## src/rtl/systolic_pkg.sv

```systemverilog
// Shared definitions for the systolic-array skew feeder.
//   DATAWIDTH       : default IEEE-754 single-precision word width
//   FP_ZERO         : bit pattern injected into idle lanes
//   feeder_state_e  : feeder FSM state encoding
//   lane_lsb()      : low bit index of a lane inside a packed lane vector
package systolic_pkg;

  localparam int unsigned DATAWIDTH = 32;
  localparam logic [31:0] FP_ZERO   = 32'h0000_0000;

  typedef enum logic [2:0] {
    StIdle,
    StClear,
    StStream,
    StFlush,
    StDone
  } feeder_state_e;

  // Lane i of a packed vector occupies [lane_lsb(i, w) +: w].
  function automatic int unsigned lane_lsb(int unsigned lane, int unsigned width);
    return lane * width;
  endfunction

endpackage

```

## src/rtl/systolic_skew_feeder_if.sv

```systemverilog
// A-column / B-row vector streaming interface.
//   a_valid/a_ready/a_data : A[0..N-1][k], lane i at [i*DATAWIDTH +: DATAWIDTH]
//   b_valid/b_ready/b_data : B[k][0..N-1], lane j packed the same way
// Modports: master = vector source, slave = feeder.
interface systolic_skew_feeder_if #(
  parameter int unsigned N         = 4,
  parameter int unsigned DATAWIDTH = 32
);

  logic                   a_valid;
  logic                   a_ready;
  logic [N*DATAWIDTH-1:0] a_data;
  logic                   b_valid;
  logic                   b_ready;
  logic [N*DATAWIDTH-1:0] b_data;

  modport master (
    output a_valid,
    output a_data,
    output b_valid,
    output b_data,
    input  a_ready,
    input  b_ready
  );

  modport slave (
    input  a_valid,
    input  a_data,
    input  b_valid,
    input  b_data,
    output a_ready,
    output b_ready
  );

endinterface

```

## src/rtl/skew_line.sv

```systemverilog
// DEPTH-stage delay line with synchronous zero reset.
//   clk  : clock, rst : synchronous active-high clear of every stage
//   din  : word entering stage 0
//   dout : word leaving the last stage (DEPTH cycles after din)
module skew_line #(
  parameter int unsigned DEPTH     = 1,
  parameter int unsigned DATAWIDTH = 32
) (
  input  logic                 clk,
  input  logic                 rst,
  input  logic [DATAWIDTH-1:0] din,
  output logic [DATAWIDTH-1:0] dout
);

  logic [DATAWIDTH-1:0] stage_q [DEPTH];

  always_ff @(posedge clk) begin
    if (rst) begin
      for (int s = 0; s < DEPTH; s++) begin
        stage_q[s] <= '0;
      end
    end else begin
      stage_q[0] <= din;
      for (int s = 1; s < DEPTH; s++) begin
        stage_q[s] <= stage_q[s-1];
      end
    end
  end

  assign dout = stage_q[DEPTH-1];

endmodule

```

## src/rtl/systolic_skew_feeder.sv

```systemverilog
// Skewed edge feeder for an N x N output-stationary systolic array.
// Accepts K A-column / B-row vector pairs, skews lane i by i+1 cycles onto the
// array's left (x_edge) and top (y_edge) edges, then flushes 2N-1 zero cycles.
//   MCLK, RST    : clock, synchronous active-high reset
//   start, k_len : begin a product of inner dimension k_len (sampled in IDLE)
//   vec          : A/B vector handshake (slave modport)
//   x_edge       : row i x_in, y_edge : column j y_in
//   pe_wen       : registered array enable, 0 clears the accumulators
//   busy, done   : not-idle flag, one-cycle completion pulse
// Optional: define SYSTOLIC_FEEDER_PERF_CNT_EN to add stall_cycles, a
// saturating count of STREAM cycles without a transfer.
module systolic_skew_feeder #(
  parameter int unsigned N         = 4,
  parameter int unsigned DATAWIDTH = systolic_pkg::DATAWIDTH,
  parameter int unsigned KW        = 16
) (
  input  logic                   MCLK,
  input  logic                   RST,
  input  logic                   start,
  input  logic [KW-1:0]          k_len,
  systolic_skew_feeder_if.slave  vec,
  output logic [N*DATAWIDTH-1:0] x_edge,
  output logic [N*DATAWIDTH-1:0] y_edge,
  output logic                   pe_wen,
  output logic                   busy,
  output logic                   done
`ifdef SYSTOLIC_FEEDER_PERF_CNT_EN
  ,
  output logic [31:0]            stall_cycles
`endif
);

  import systolic_pkg::*;

  localparam int unsigned FlushLen = 2 * N - 1;
  localparam int unsigned FW       = $clog2(2 * N);
  localparam logic [DATAWIDTH-1:0] LaneZero = DATAWIDTH'(FP_ZERO);

  feeder_state_e state_q, state_d;

  logic [KW-1:0] k_len_q;
  logic [KW-1:0] xfer_cnt_q;
  logic [FW-1:0] flush_cnt_q;
  logic          pe_wen_q;

  logic in_stream;
  logic xfer;
  logic start_acc;
  logic last_xfer;
  logic flush_last;

  assign start_acc  = (state_q == StIdle) && start;
  // xfer_cnt_q < k_len_q while streaming, so neither side can wrap.
  assign last_xfer  = (xfer_cnt_q == k_len_q - KW'(1));
  assign flush_last = (flush_cnt_q == FW'(FlushLen - 1));

  // FSM: state register
  always_ff @(posedge MCLK) begin
    if (RST) begin
      state_q <= StIdle;
    end else begin
      state_q <= state_d;
    end
  end

  // FSM: next state
  always_comb begin
    state_d = state_q;
    unique case (state_q)
      StIdle:   if (start) state_d = StClear;
      StClear:  state_d = (k_len_q != '0) ? StStream : StDone;
      StStream: if (xfer && last_xfer) state_d = StFlush;
      StFlush:  if (flush_last) state_d = StDone;
      StDone:   state_d = StIdle;
      default:  state_d = StIdle;
    endcase
  end

  // FSM: outputs
  always_comb begin
    busy      = 1'b1;
    done      = 1'b0;
    in_stream = 1'b0;
    unique case (state_q)
      StIdle:   busy = 1'b0;
      StStream: in_stream = 1'b1;
      StDone:   done = 1'b1;
      default:  ;
    endcase
    // Both vectors must be present together; ready mirrors that condition.
    xfer        = in_stream & vec.a_valid & vec.b_valid;
    vec.a_ready = xfer;
    vec.b_ready = xfer;
  end

  always_ff @(posedge MCLK) begin
    if (RST) begin
      k_len_q     <= '0;
      xfer_cnt_q  <= '0;
      flush_cnt_q <= '0;
      pe_wen_q    <= 1'b0;
    end else begin
      if (start_acc) begin
        k_len_q    <= k_len;
        xfer_cnt_q <= '0;
      end else if (xfer) begin
        xfer_cnt_q <= xfer_cnt_q + KW'(1);
      end
      if (state_q == StFlush) begin
        flush_cnt_q <= flush_cnt_q + FW'(1);
      end else begin
        flush_cnt_q <= '0;
      end
      // Registered so the array sees exactly one clear cycle, aligned with CLEAR.
      pe_wen_q <= (state_d != StClear);
    end
  end

  assign pe_wen = pe_wen_q;

  // Non-transfer cycles inject zeros so every lane keeps its K alignment, and
  // FLUSH drains at least N zeros, leaving the lines empty on return to IDLE.
  for (genvar i = 0; i < N; i++) begin : g_lane
    localparam int unsigned Lsb = lane_lsb(i, DATAWIDTH);

    logic [DATAWIDTH-1:0] a_inj;
    logic [DATAWIDTH-1:0] b_inj;

    assign a_inj = xfer ? vec.a_data[Lsb +: DATAWIDTH] : LaneZero;
    assign b_inj = xfer ? vec.b_data[Lsb +: DATAWIDTH] : LaneZero;

    skew_line #(
      .DEPTH    (i + 1),
      .DATAWIDTH(DATAWIDTH)
    ) u_skew_a (
      .clk (MCLK),
      .rst (RST),
      .din (a_inj),
      .dout(x_edge[Lsb +: DATAWIDTH])
    );

    skew_line #(
      .DEPTH    (i + 1),
      .DATAWIDTH(DATAWIDTH)
    ) u_skew_b (
      .clk (MCLK),
      .rst (RST),
      .din (b_inj),
      .dout(y_edge[Lsb +: DATAWIDTH])
    );
  end

`ifdef SYSTOLIC_FEEDER_PERF_CNT_EN
  logic [31:0] stall_q;

  always_ff @(posedge MCLK) begin
    if (RST || start_acc) begin
      stall_q <= '0;
    end else if (in_stream && !xfer && (stall_q != '1)) begin
      stall_q <= stall_q + 32'd1;
    end
  end

  assign stall_cycles = stall_q;
`endif

endmodule

```

## src/flat_wrapper.sv

```systemverilog
// flat-port wrapper written by rule: the top's interface ports become plain ports
module systolic_skew_feeder_flat import systolic_pkg::*;
#(
  parameter int unsigned N         = 4,
  parameter int unsigned DATAWIDTH = systolic_pkg::DATAWIDTH,
  parameter int unsigned KW        = 16
)
  (MCLK, RST, start, k_len, x_edge, y_edge, pe_wen, busy, done, vec_a_valid, vec_a_data, vec_b_valid, vec_b_data, vec_a_ready, vec_b_ready);
  systolic_skew_feeder_if #(.N(N), .DATAWIDTH(DATAWIDTH)) vec_i ();
  input  logic MCLK;
  input  logic RST;
  input  logic start;
  input  logic [KW-1:0] k_len;
  output logic [N*DATAWIDTH-1:0] x_edge;
  output logic [N*DATAWIDTH-1:0] y_edge;
  output logic pe_wen;
  output logic busy;
  output logic done;
  input wire logic [$bits(vec_i.a_valid)-1:0] vec_a_valid;
  input wire logic [$bits(vec_i.a_data)-1:0] vec_a_data;
  input wire logic [$bits(vec_i.b_valid)-1:0] vec_b_valid;
  input wire logic [$bits(vec_i.b_data)-1:0] vec_b_data;
  output wire logic [$bits(vec_i.a_ready)-1:0] vec_a_ready;
  output wire logic [$bits(vec_i.b_ready)-1:0] vec_b_ready;
  assign vec_i.a_valid = vec_a_valid;
  assign vec_i.a_data = vec_a_data;
  assign vec_i.b_valid = vec_b_valid;
  assign vec_i.b_data = vec_b_data;
  assign vec_a_ready = vec_i.a_ready;
  assign vec_b_ready = vec_i.b_ready;
  systolic_skew_feeder #(.N(N), .DATAWIDTH(DATAWIDTH), .KW(KW)) u_core (.MCLK(MCLK), .RST(RST), .start(start), .k_len(k_len), .vec(vec_i), .x_edge(x_edge), .y_edge(y_edge), .pe_wen(pe_wen), .busy(busy), .done(done));
endmodule
```

## config.mk

```make
export PLATFORM = sky130hd
export DESIGN_NAME = systolic_skew_feeder_flat
export DESIGN_NICKNAME = d
export VERILOG_FILES = /design/src/rtl/systolic_pkg.sv /design/src/rtl/systolic_skew_feeder_if.sv /design/src/rtl/skew_line.sv /design/src/rtl/systolic_skew_feeder.sv /design/src/flat_wrapper.sv
export SDC_FILE = /design/constraint.sdc
export NUM_CORES = 1
export LEC_CHECK = 0
export BUFFER_PORTS_ARGS = -buffer_cell sky130_fd_sc_hd__buf_4
export CAP_MARGIN = 5
export CORE_MARGIN = 5
export CORE_UTILIZATION = 53
export DETAILED_ROUTE_END_ITERATION = 12
export GPL_ROUTABILITY_DRIVEN = 0
export HOLD_SLACK_MARGIN = 0.1
export PLACE_DENSITY = 0.84
export RECOVER_POWER = 25
export SETUP_SLACK_MARGIN = 0.05
export SLEW_MARGIN = 40
export SYNTH_ARGS = -nofsm -noshare
export SYNTH_HDL_FRONTEND = slang
export SYNTH_HIERARCHICAL = 1
export SYNTH_SLANG_ARGS = --single-unit
```

## constraint.sdc

```tcl
create_clock -name MCLK -period 2.9 [get_ports MCLK]
set_input_delay 0.58 -clock MCLK [delete_from_list [all_inputs] [get_ports MCLK]]
set_output_delay 0.58 -clock MCLK [all_outputs]
set_load 0.01 [all_outputs]
```

# Word-level counts from Yosys, hierarchy flattened
# Memories as Yosys holds them, arrays and structs flattened.
# Cells that the tools add are included.
# totals
ff_bits,39
ram_bits,640
memories,8
# memory_table
memory,words,word_bits,read_ports,rd_ports_with_merged_regs,write_ports,line,rtl
u_core.g_lane[3].u_skew_a.stage_q,4,32,4,0,4,skew_line.sv:15,logic [DATAWIDTH-1:0] stage_q [DEPTH];
u_core.g_lane[3].u_skew_b.stage_q,4,32,4,0,4,skew_line.sv:15,
u_core.g_lane[2].u_skew_a.stage_q,3,32,3,0,3,skew_line.sv:15,
u_core.g_lane[2].u_skew_b.stage_q,3,32,3,0,3,skew_line.sv:15,
u_core.g_lane[1].u_skew_a.stage_q,2,32,2,0,2,skew_line.sv:15,
u_core.g_lane[1].u_skew_b.stage_q,2,32,2,0,2,skew_line.sv:15,
2 more memories,n/a,n/a,n/a,n/a,n/a,n/a,
# classes
addsub,3
eq_ne,7
muxes,41
bitwise,21
reduce_logical,8
# ops
op,count
2-to-1 mux 32 bit,28
OR reduction 32 bit,2
OR 1 bit,18
adder 16 x 1 -> 16 bit (second input constant),1
== test 16 bit,1
nonzero test 16 bit,1
subtractor 16 x 1 -> 16 bit (second input constant),1
2-to-1 mux 3 bit,4
one-hot mux 3 bit (4 select lines),1
2-to-1 mux 1 bit,8
== test 3 x 2 -> 1 bit (second input constant),2
== test 3 bit (second input constant),2
OR reduction 2 bit,2
adder 3 x 1 -> 3 bit (second input constant),1
== test 3 x 1 -> 1 bit (second input constant),1
logical NOT 3 bit,1
inequality test 3 x 1 -> 1 bit (second input constant),1
bitwise AND 1 bit,2
logical AND 1 bit,2
inverter 1 bit,1

# Longest topological paths before layout
# Gate-level depths: netlist of run 1.
# logic_depth
ltp_word,8
ltp_mapped,8
ltp_nobuf,8

# Cells and area by module
# Netlist of run 1, hierarchy kept.
# by_module_without_submodules
module,instances,cells_each,area_per_inst_um2,seq_area_each_um2
skew_line at u_core.g_lane[3].u_skew_a ...,2,270,3464.6,2562.5
skew_line at u_core.g_lane[2].u_skew_a ...,2,234,2840.2,1921.8
skew_line at u_core.g_lane[1].u_skew_a ...,2,167,2158.3,1281.2
systolic_skew_feeder,1,542,3757.4,780.7
skew_line at u_core.g_lane[0].u_skew_a ...,2,67,863.3,640.6

# Worst setup path before layout of run 1
# OpenSTA, ideal clock, no wires.
# synth_timing
kind,input-to-output
from,input vec_b_valid
to,output vec_b_ready
arrival_time_ns,1.531
required_time_ns,2.320
slack_ns,0.789
path_stages,5
n_path_buf,3
cell_sequence,nand4b_1 nor2_1 clkbuf_1 clkbuf_1 buf_4
# synth_via
elab_chain_len,1
# synth_rtl
item,line,rtl
"start, declared",flat_wrapper.sv:21,input wire logic [$bits(vec_i.b_valid)-1:0] vec_b_valid;
bitwise AND 1 bit,systolic_skew_feeder.sv:91,xfer = in_stream & vec.a_valid & vec.b_valid;
"end, declared",flat_wrapper.sv:24,output wire logic [$bits(vec_i.b_ready)-1:0] vec_b_ready;
# No other way between the ends.

==> results of run 1 <==
-- worst reg2reg max path, delay by kind of cell (launching register included) --
kind / cells / cell delay, ps
simple gates: 2 / 950
flops: 1 / 360
mux: 3 / 600
compound gates: 1 / 250
-- cell usage after synthesis, types with 2 or more instances --
master      n
buf_2      17
nand2_1    46
nand3_1     7
or3_1       6
nor2b_2   120
inv_1       7
o31ai_1     2
and3_1      5
xnor2_1    21
nand4_1     7
a21oi_1    23
nand4b_1    2
buf_4     157
nor3b_1     2
nor4_1      7
nand2b_1    2
nor4b_1     2
nor3_1      5
dfxtp_1   679
buf_8       4
buf_6      20
o21ai_0     8
clkbuf_1   37
ha_1        4
mux2i_1     5
and2_1    258
nor2_1     24
xor2_1     14
nor2b_1   520
-- kinds of logic (layout without fill, tap and decap cells) --
family,Yosys count,after routing
and+or+nand+nor,1016,1016
DFF,679,679
buffers and inverters,242,670
AOI/OAI and AO/OA,36,36
xor gates and xnor gates,35,35
muxes,6,6
adders and majority gates,4,4
other,0,2
-- stage by stage --
| stage | hold WS [ps] | area [sq um] | std cells | utilization (%) |
|---|---|---|---|---|
| after floorplan | 414 | 22400 | 2018 | - |
| after global placement | 415 | 25600 | 2868 | 61.1 |
| after detailed placement | 420 | 25600 | 2868 | 61.1 |
| after CTS | 223 | 27900 | 2985 | 66.7 |
| after global routing | 233 | 27800 | 2986 | 66.5 |
| final | 261 | 27800 | 2987 | 66.5 |
-- worst paths after layout --
check                                                                            to  cells past startpoint  slack, ps                                          startpoint
worst max register to register                         u_core/state_q[0]$_SDFF_PP0_                      6        660                      u_core/k_len_q[0]$_SDFFE_PP0P_
worst min register to register  u_core/g_lane[2].u_skew_a/stage_q[0][36]$_SDFF_PP0_                      1        420  u_core/g_lane[2].u_skew_a/stage_q[0][4]$_SDFF_PP0_
worst min-delay path                                u_core/k_len_q[12]$_SDFFE_PP0P_                      3        260                                           k_len[12]
worst max-delay path            u_core/g_lane[3].u_skew_b/stage_q[3][11]$_SDFF_PP0_                      3        300                                                 RST
-- sequential cells by signal (all words and copies together) (netlist names) --
signal	count
u_core/xfer_cnt_q	16
u_core/k_len_q	16
u_core/g_lane.u_skew_b/stage_q	320
u_core/pe_wen	1
u_core/flush_cnt_q	3
u_core/state_q	3
u_core/g_lane.u_skew_a/stage_q	320
-- cell type report --
cell class	instances	area, sq um	share of cell area, %
Multi-Input combinational cell	1097	7060	25.4
Timing Repair Buffer	546	4140	14.9
Sequential cell	679	13600	48.9
Inverter	7	26.3	0.0944
Clock buffer	93	2000	7.19
Antenna cell	2	5.00	0.0180
Clock inverter	24	324	1.16
Tap cell	539	674	2.42
-- placed cells by master, fill, tap and decap left out, types with 7 or more instances in the layout --
cell type  count
clkbuf_16     71
clkbuf_1       8
nand2_1       46
nor2b_2       99
nor4_1         7
dfxtp_1      679
nand3_1        7
buf_4        540
inv_1          7
nand4_1        7
o21ai_0        8
xor2_1        14
and2_1       258
a21oi_1       23
clkinv_2       8
xnor2_1       21
clkbuf_8      14
bufinv_16      7
nor2_1        23
nor2b_1      541
-- power groups by stage --
stage                     clock (mW)  sequential, mW  combinational [mW]
after floorplan                    0            9.64               0.474
after global placement             0            9.65               0.805
after detailed placement           0            9.65               0.823
after CTS                       9.15            9.44               0.832
after global routing            9.58            9.45               0.896
final                           8.95            9.45               0.822
-- routing by layer --
metal  global-route usage (%)  vias to the layer above  part of all wire [%]
met5                        0                        -                  0.12
met1                     23.9                     6344                    39
met3                     7.34                      121                   7.7
met4                     7.81                        8                   3.4
li1                         -                     6761                     -
met2                     36.0                      440                    49
==> summary.txt, run 1 <==
Floorplanning
  – Initial Utilization: 53.5%
  – IO Count: 538
  – Core footprint: 41,900 sq um
  – FP Rows: 75
  – Die area: 46,500 sq um
  – Die Y: 216 um
  – DIE WIDTH: 216 um

Clock network
  – Hold Buf Count CTS: 0
  – Post CTS Setup Buffer Count: 0
  – Num CTS Buffers: 67
  – Later-pin clock latency in the skew report: 570 ps
  – TritonCTS clock tree: built
  – PostCTS Resize Cnt: 0
  – Clock Tree Root: clkbuf_16
  – H-tree lvl count: 3
  – Clock Path Buffers: 3
  – Clk sink count: 679
  – Worst-path clk slew: 60 ps

Yosys
  – Multiplexer area fraction after synthesis: 0.274%
  – Syn avg cell area: 11.1 sq um
  – Synth top area cells: dfxtp_1, nor2b_1, and2_1
  – Largest family of logic cells by synthesized area: simple AND/OR/NAND/NOR gates
  – Synth area leader: dfxtp_1
  – Synthesis Warnings: 6
  – Primary FF master, synth: dfxtp_1
  – Simple-Gate Fraction of Synth Area: 29.0%
  – Syn nets: 2,299
  – Compound-Gate Fraction of Synth Area: 0.849%
  – Post-Synth Adder-Cell Area: 0.223%
  – Post-synth ARST share: 0%
  – Top-area cell type share of the netlist area: 60.7%
  – Post-synthesis sequential element count: 679
  – Post-Syn Area: 22,400 sq um
  – Post-Synthesis Cells: 2,018
  – Number of synthesized flops with an enable pin: 0
  – Sequential area share after synthesis: 60.7%
  – Post-synthesis xor/xnor area fraction: 1.37%
  – Count of cell types in the netlist: 36

Global route
  – Vias in the first global route: 14,000
  – Global route overflow: 0
  – First-pass GRT wire length: 77,300 um
  – Gr usage total: 20.9%
  – Initial antenna violation count: 6
  – Pin count of the biggest net entering global routing: 182

Power
  – Psw: 3.94 mW
  – Sw frac: 20.5%
  – Max VDD drop: 0.470 mV
  – Power consumption: 19.2 mW
  – Sequential Power Share: 49.1%
  – P per Cell Area: 691 nW/um^2
  – Clk pwr share: 46.6%
  – Combinational share of power: 4.3%
  – Pleak: 12.0 nW
  – P_int: 15.3 mW

Critical path
  – Required time of the worst setup path: 3290 ps
  – Worst Path Buf+Inv: 2
  – CP Cell Sequence: clkbuf_2 > buf_6 > nor2b_1
  – Worst EP arrival: 2990 ps
  – Largest stage delay on the critical path: 1120 ps
  – CP Class: input pin to flip-flop
  – Top delay family on crit path: buffers and inverters
  – Critical path peak fanout: 180
  – CP Launch Type: input pin
  – Worst setup EP type: flip-flop
  – Slowest cell on crit path: clkbuf_2

Cells and area
  – Syn-to-layout area delta: 24.1%
  – Fill count: 2,971
  – Final nets: 2,679
  – Fraction of layout cells with a size suffix above 1: 31.0%

STA
  – F_max: 384 MHz
  – Fin crit share: 89.8%
  – Worst slew pin tran: 1580 ps
  – Max-slew violations: 60
  – Final Hold Vio Count: 0
  – Fin Setup TNS: 0 ps
  – Final WS setup: 297 ps
  – Final setup vio count: 0
  – Relative slew margins: -5.12%
  – Unrepaired setup endpoints after global routing: no
  – Skew final: 23.0 ps
  – Crit path time final: 2600 ps

Drt
  – DR WL/cell: 16.9 um
  – Total wire length: 50,300 um
  – DRT Pass-1 Iters: 4
  – Antenna Nets Post-Route: 0
  – Post-DR vias/cell: 4.58
  – DRC Markers: 0
  – Via count: 13,700
  – Initial DRC Count: 831

Hold path
  – Type of the tightest min-delay check: input pin to flip-flop

Outcome
  – Status: finished with violations
  – Failing checks: capacitance limit, slew limit

Place
  – Placement Setup Slack: 627 ps
  – Port bufs: 537
  – HPWL after DPL: 34,400 um

Job
  – Max_cap viols: 1
No activity file was read; power rests on OpenSTA's default activity.
==> inputs of run 2 (changes only) <==
--- a/config.mk
+++ b/config.mk
@@ -7,8 +7,10 @@
 export LEC_CHECK = 0
 export BUFFER_PORTS_ARGS = -buffer_cell sky130_fd_sc_hd__buf_4
 export CAP_MARGIN = 5
+export CELL_PAD_IN_SITES_DETAIL_PLACEMENT = 0
+export CELL_PAD_IN_SITES_GLOBAL_PLACEMENT = 1
 export CORE_MARGIN = 5
-export CORE_UTILIZATION = 53
+export CORE_UTILIZATION = 41
 export DETAILED_ROUTE_END_ITERATION = 12
 export GPL_ROUTABILITY_DRIVEN = 0
 export HOLD_SLACK_MARGIN = 0.1
==> summary.txt, run 2 (synthesized netlist as in run 1, its figures left out) <==
Cells and area
  – Fill count: 4,717
  – Fraction of layout cells with a size suffix above 1: 31.8%
  – Syn-to-layout area delta: 25.6%
  – Seq. cell area: 13,600 sq um
  – Ant diodes: 0
  – Most frequent cells in the layout: dfxtp_1, buf_4, nor2b_1
  – Largest regs: u_core/g_lane.u_skew_a/stage_q x320, u_core/g_lane.u_skew_b/stage_q x320
  – Commonest non-fill, non-tap cell in the layout: dfxtp_1
  – Area occupied by multi-input gates: 7100 sq um
  – Final nets: 2,686

Power
  – P per Cell Area: 685 nW/um^2
  – Clk pwr share: 46.8%
  – Sequential Power Share: 49.0%
  – P_int: 15.2 mW
  – Psw: 4.04 mW
  – Max VDD drop: 0.454 mV
  – Pleak: 12.1 nW
  – Sw frac: 20.9%
  – Combinational share of power: 4.2%

Clock network
  – TritonCTS clock tree: built
  – Num CTS Buffers: 71
  – Post CTS Setup Buffer Count: 0
  – Hold Buf Count CTS: 0
  – Worst-path clk slew: 60 ps
  – PostCTS Resize Cnt: 0
  – Clock Path Buffers: 3
  – Clk sink count: 679
  – H-tree lvl count: 3
  – Clock Tree Root: clkbuf_16
  – Later-pin clock latency in the skew report: 590 ps

Global route
  – Gr usage total: 15.3%
  – First-pass GRT wire length: 72,900 um
  – Global route overflow: 0
  – Initial antenna violation count: 0
  – Vias in the first global route: 13,200
  – Pin count of the biggest net entering global routing: 170

Drt
  – Initial DRC Count: 531
  – DRC Markers: 0
  – Total wire length: 47,300 um
  – Met2 Routed Length: 23,700 um
  – Top Metal Used: met4
  – M1 WL: 19,500 um
  – Post-DR vias/cell: 4.24
  – DR WL/cell: 15.0 um
  – Antenna Nets Post-Route: 0
  – Met3 wire length: 3010 um
  – DRT Pass-1 Iters: 4
  – Via count: 13,400

Place
  – HPWL after DPL: 33,200 um
  – Placement Setup Slack: 635 ps
  – Port bufs: 537

Floorplanning
  – FP Rows: 85
  – Die Y: 244 um
  – DIE WIDTH: 244 um
  – IO Count: 538
  – Die area: 59,400 sq um
  – Core footprint: 54,000 sq um
  – Initial Utilization: 41.5%

Hold path
  – Hold path cells: 3
  – Hold Path End: u_core/k_len_q[15]$_SDFFE_PP0P_
  – Hold Crit Start: k_len[15]
  – Type of the tightest min-delay check: input pin to flip-flop

STA
  – Fin crit share: 92.6%
  – Relative slew margins: -2.17%
  – Worst slew pin tran: 1530 ps
  – Final Hold Vio Count: 0
  – Unrepaired setup endpoints after global routing: no
  – F_max: 372 MHz
  – Max-slew violations: 59
  – Final WS setup: 214 ps
  – Fin Setup TNS: 0 ps
  – Crit path time final: 2690 ps
  – Skew final: 16.2 ps
  – Final setup vio count: 0

Outcome
  – Failing checks: capacitance limit, slew limit
  – Status: finished with violations

Critical path
  – Required time of the worst setup path: 2320 ps
  – Worst EP arrival: 2110 ps
  – CP Launch Type: flip-flop
  – RR Startpoint: u_core/k_len_q[2]$_SDFFE_PP0P_
  – Reg2reg end: u_core/state_q[0]$_SDFF_PP0_
  – R2r worst-path depth: 6
  – Reg2reg setup slack: 720 ps
  – CP Class: flip-flop to primary output
  – Worst setup EP type: primary output
  – Critical path peak fanout: 115

Job
  – Max_cap viols: 1
==> run 2: layout make-up <==
type,count,area share [%]
inverter,7,0.0933
sequential,679,48.3
timing repair buffer,549,14.8
clock inverter,24,0.965
multi-input combinational,1097,25.2
clock buffer,104,7.58
tap,696,3.09
==> run 2: layer usage <==
metal,GRT usage [%],up-vias
met1,18.5,6139
met3,4.19,76
met5,0,-
met2,26.5,369
li1,-,6795
met4,5.23,0
==> run 2: worst max-delay path, cell delays in order (launching register included) <==
cell      delay (ps)
dfxtp_1          500
nand4b_1         260
nor2_4           180
buf_12           320
buf_4            200
==> run 2: stage by stage <==
stage	cell area [sq um]	power (mW)	std cells	hold slack [ps]	utilization, %
after floorplan	22400	10.1	2018	414	-
after global placement	25800	10.5	3028	415	47.7
after detailed placement	25800	10.5	3028	419	47.7
after CTS	28200	19.6	3156	201	52.2
after global routing	28100	20.1	3156	223	52.1
final	28100	19.3	3156	248	52.1
==> run 2: power by group through the flow <==
stage | Clock [mW] | Combinational [mW] | Sequential, mW
2_1_floorplan | 0 | 0.474 | 9.64
3_3_place_gp | 0 | 0.815 | 9.65
3_5_place_dp | 0 | 0.821 | 9.65
6_report | 9.02 | 0.807 | 9.45
5_1_grt | 9.72 | 0.895 | 9.45
4_1_cts | 9.31 | 0.825 | 9.45
==> run 2: how the worst max path moves through the flow <==
stage                                            start                                  to  slack, ps  cells after the start
after floorplan                            vec_b_valid                         vec_b_ready        790                      5
after global placement                     vec_b_valid  u_core/xfer_cnt_q[15]$_SDFFE_PP0P_        610                      7
after detailed placement                   vec_b_valid  u_core/xfer_cnt_q[15]$_SDFFE_PP0P_        630                      7
after CTS                 u_core/state_q[1]$_SDFF_PP0_                         vec_a_ready        160                      4
after global routing      u_core/state_q[1]$_SDFF_PP0_                         vec_a_ready         70                      4
final                     u_core/state_q[1]$_SDFF_PP0_                         vec_a_ready        210                      4
==> inputs of run 3 (changes only) <==
--- a/config.mk
+++ b/config.mk
@@ -13,8 +13,8 @@
 export CORE_UTILIZATION = 41
 export DETAILED_ROUTE_END_ITERATION = 12
 export GPL_ROUTABILITY_DRIVEN = 0
-export HOLD_SLACK_MARGIN = 0.1
-export PLACE_DENSITY = 0.84
+export HOLD_SLACK_MARGIN = 0.12
+export PLACE_DENSITY = 0.8
 export RECOVER_POWER = 25
 export SETUP_SLACK_MARGIN = 0.05
 export SLEW_MARGIN = 40
==> constraint.sdc (replaced) <==
create_clock -name MCLK -period 2.9 [get_ports MCLK]
set_input_delay 0.58 -clock MCLK [delete_from_list [all_inputs] [get_ports MCLK]]
set_output_delay 0.58 -clock MCLK [all_outputs]
set_load 0.1 [all_outputs]
==> summary.txt, run 3 (synthesized netlist as in run 1, its figures left out) <==
Cells and area
  – Final std cells w/o fill: 3,156
  – Largest regs: u_core/g_lane.u_skew_a/stage_q x320, u_core/g_lane.u_skew_b/stage_q x320
  – Commonest non-fill, non-tap cell in the layout: dfxtp_1
  – Cell area after layout: 28,100 sq um
  – Syn-to-layout area delta: 25.4%
  – Fraction of layout cells with a size suffix above 1: 31.7%
  – Most frequent cells in the layout: dfxtp_1, buf_4, nor2b_1
  – Final nets: 2,692
  – Fill count: 4,873
  – Ant diodes: 0

Drt
  – DRC Markers: 0
  – Total wire length: 47,900 um
  – DR WL/cell: 15.2 um
  – Antenna Nets Post-Route: 0
  – Via count: 13,200
  – Initial DRC Count: 612
  – Post-DR vias/cell: 4.20
  – DRT Pass-1 Iters: 5

Clock network
  – Hold Buf Count CTS: 0
  – Num CTS Buffers: 71
  – Clock Tree Root: clkbuf_16
  – Later-pin clock latency in the skew report: 590 ps
  – Clock Path Buffers: 3
  – Clk sink count: 679
  – TritonCTS clock tree: built
  – Post CTS Setup Buffer Count: 0
  – Worst-path clk slew: 60 ps
  – H-tree lvl count: 3
  – PostCTS Resize Cnt: 0

Hold path
  – Type of the tightest min-delay check: input pin to flip-flop

Floorplanning
  – Initial Utilization: 41.5%
  – Die area: 59,400 sq um
  – FP Rows: 85
  – IO Count: 538
  – Core footprint: 54,000 sq um
  – Die Y: 244 um
  – DIE WIDTH: 244 um

Place
  – HPWL after DPL: 33,600 um
  – Dpl cell area: 25,900 sq um
  – Dpl cells: 3,033
  – Port bufs: 537

STA
  – Fin crit share: 89.2%
  – Max-slew violations: 144
  – Worst slew pin tran: 1940 ps
  – Relative slew margins: -29.3%
  – Fin Setup TNS: 0 ps
  – Final Hold Vio Count: 0
  – F_max: 386 MHz
  – Final setup vio count: 0
  – Unrepaired setup endpoints after global routing: no
  – Crit path time final: 2590 ps
  – Skew final: 18.7 ps

Global route
  – Pin count of the biggest net entering global routing: 158
  – M3 GR Usage: 5.92%
  – M1 GR Usage: 18.2%
  – Met2 Track Usage GR: 26.3%
  – First-pass GRT wire length: 73,600 um
  – GRT Max-Usage Layer: met2
  – Gr usage total: 15.5%
  – Global route overflow: 0
  – Initial antenna violation count: 4
  – Vias in the first global route: 13,100

Critical path
  – Critical path peak fanout: 8
  – Worst EP arrival: 2010 ps
  – CP Cell Sequence: nand4b_1 > nor2_4 > buf_4
  – Largest stage delay on the critical path: 410 ps
  – Slowest cell on crit path: dfxtp_1
  – CP Launch Type: flip-flop
  – CP Class: flip-flop to primary output
  – Required time of the worst setup path: 2320 ps
  – Worst setup EP type: primary output

Job
  – Max_cap viols: 2

Outcome
  – Failing checks: capacitance limit, slew limit
  – Status: finished with violations

Power
  – Power consumption: 19.1 mW
  – P per Cell Area: 679 nW/um^2
  – Pleak: 12.1 nW
  – Max VDD drop: 0.439 mV
## run 3: cell count changes in the layout (fill, tap and decap cells not counted), moves of 2 or more
cell	previous run	this run
nor2b_1	526	522
buf_4	539	544
nor2b_2	114	118
clkinv_4	2	0
clkbuf_1	12	19
clkbuf_2	6	3
buf_12	4	6
clkbuf_8	19	9
## run 3: stage by stage
stage | setup WS, ps | hold slack (ps) | utilization, %
2_1_floorplan | 308 | 414 | -
3_3_place_gp | 656 | 415 | 47.9
3_5_place_dp | 636 | 420 | 47.9
4_1_cts | 230 | 198 | 52.0
5_1_grt | 152 | 230 | 52.0
6_report | 312 | 246 | 52.0
## run 3: critical path, delay by kind of cell, from the launching register on
family	cells	cell delay, ps
flops	1	410
buf+inv	1	360
simple gates	2	640
## run 3: worst paths after layout
| kind | cells past startpoint | endpoint | slack (ps) | startpoint |
|---|---|---|---|---|
| worst max register to register | 6 | u_core/state_q[0]$_SDFF_PP0_ | 590 | u_core/k_len_q[2]$_SDFFE_PP0P_ |
| worst min register to register | 1 | u_core/g_lane[2].u_skew_a/stage_q[0][73]$_SDFF_PP0_ | 420 | u_core/g_lane[2].u_skew_a/stage_q[0][41]$_SDFF_PP0_ |
| worst max-delay path | 3 | vec_b_ready | 310 | u_core/state_q[0]$_SDFF_PP0_ |
| worst min-delay path | 3 | u_core/k_len_q[15]$_SDFFE_PP0P_ | 250 | k_len[15] |
## run 3: area by class of cell
type | count | area [sq um] | area share, %
clock inverters | 21 | 219 | 0.779
clock buffers | 101 | 2020 | 7.19
flip-flops and latches | 679 | 13600 | 48.4
repair buffers | 555 | 4260 | 15.2
well taps | 696 | 871 | 3.10
inverters | 7 | 26.3 | 0.0935
multi-input cells | 1097 | 7110 | 25.3
## run 3: routing by layer
layer,vias to the layer above,wire (um)
met5,-,59
met4,8,1070
met1,5987,19400
li1,6809,-
met2,367,23400
met3,72,3940
## run 3: report_power, final
part / switching (mW) / internal [mW] / total, mW
Sequential: 0.0468 / 9.40 / 9.45
Clock: 3.54 / 5.13 / 8.67
Combinational: 0.533 / 0.448 / 0.981
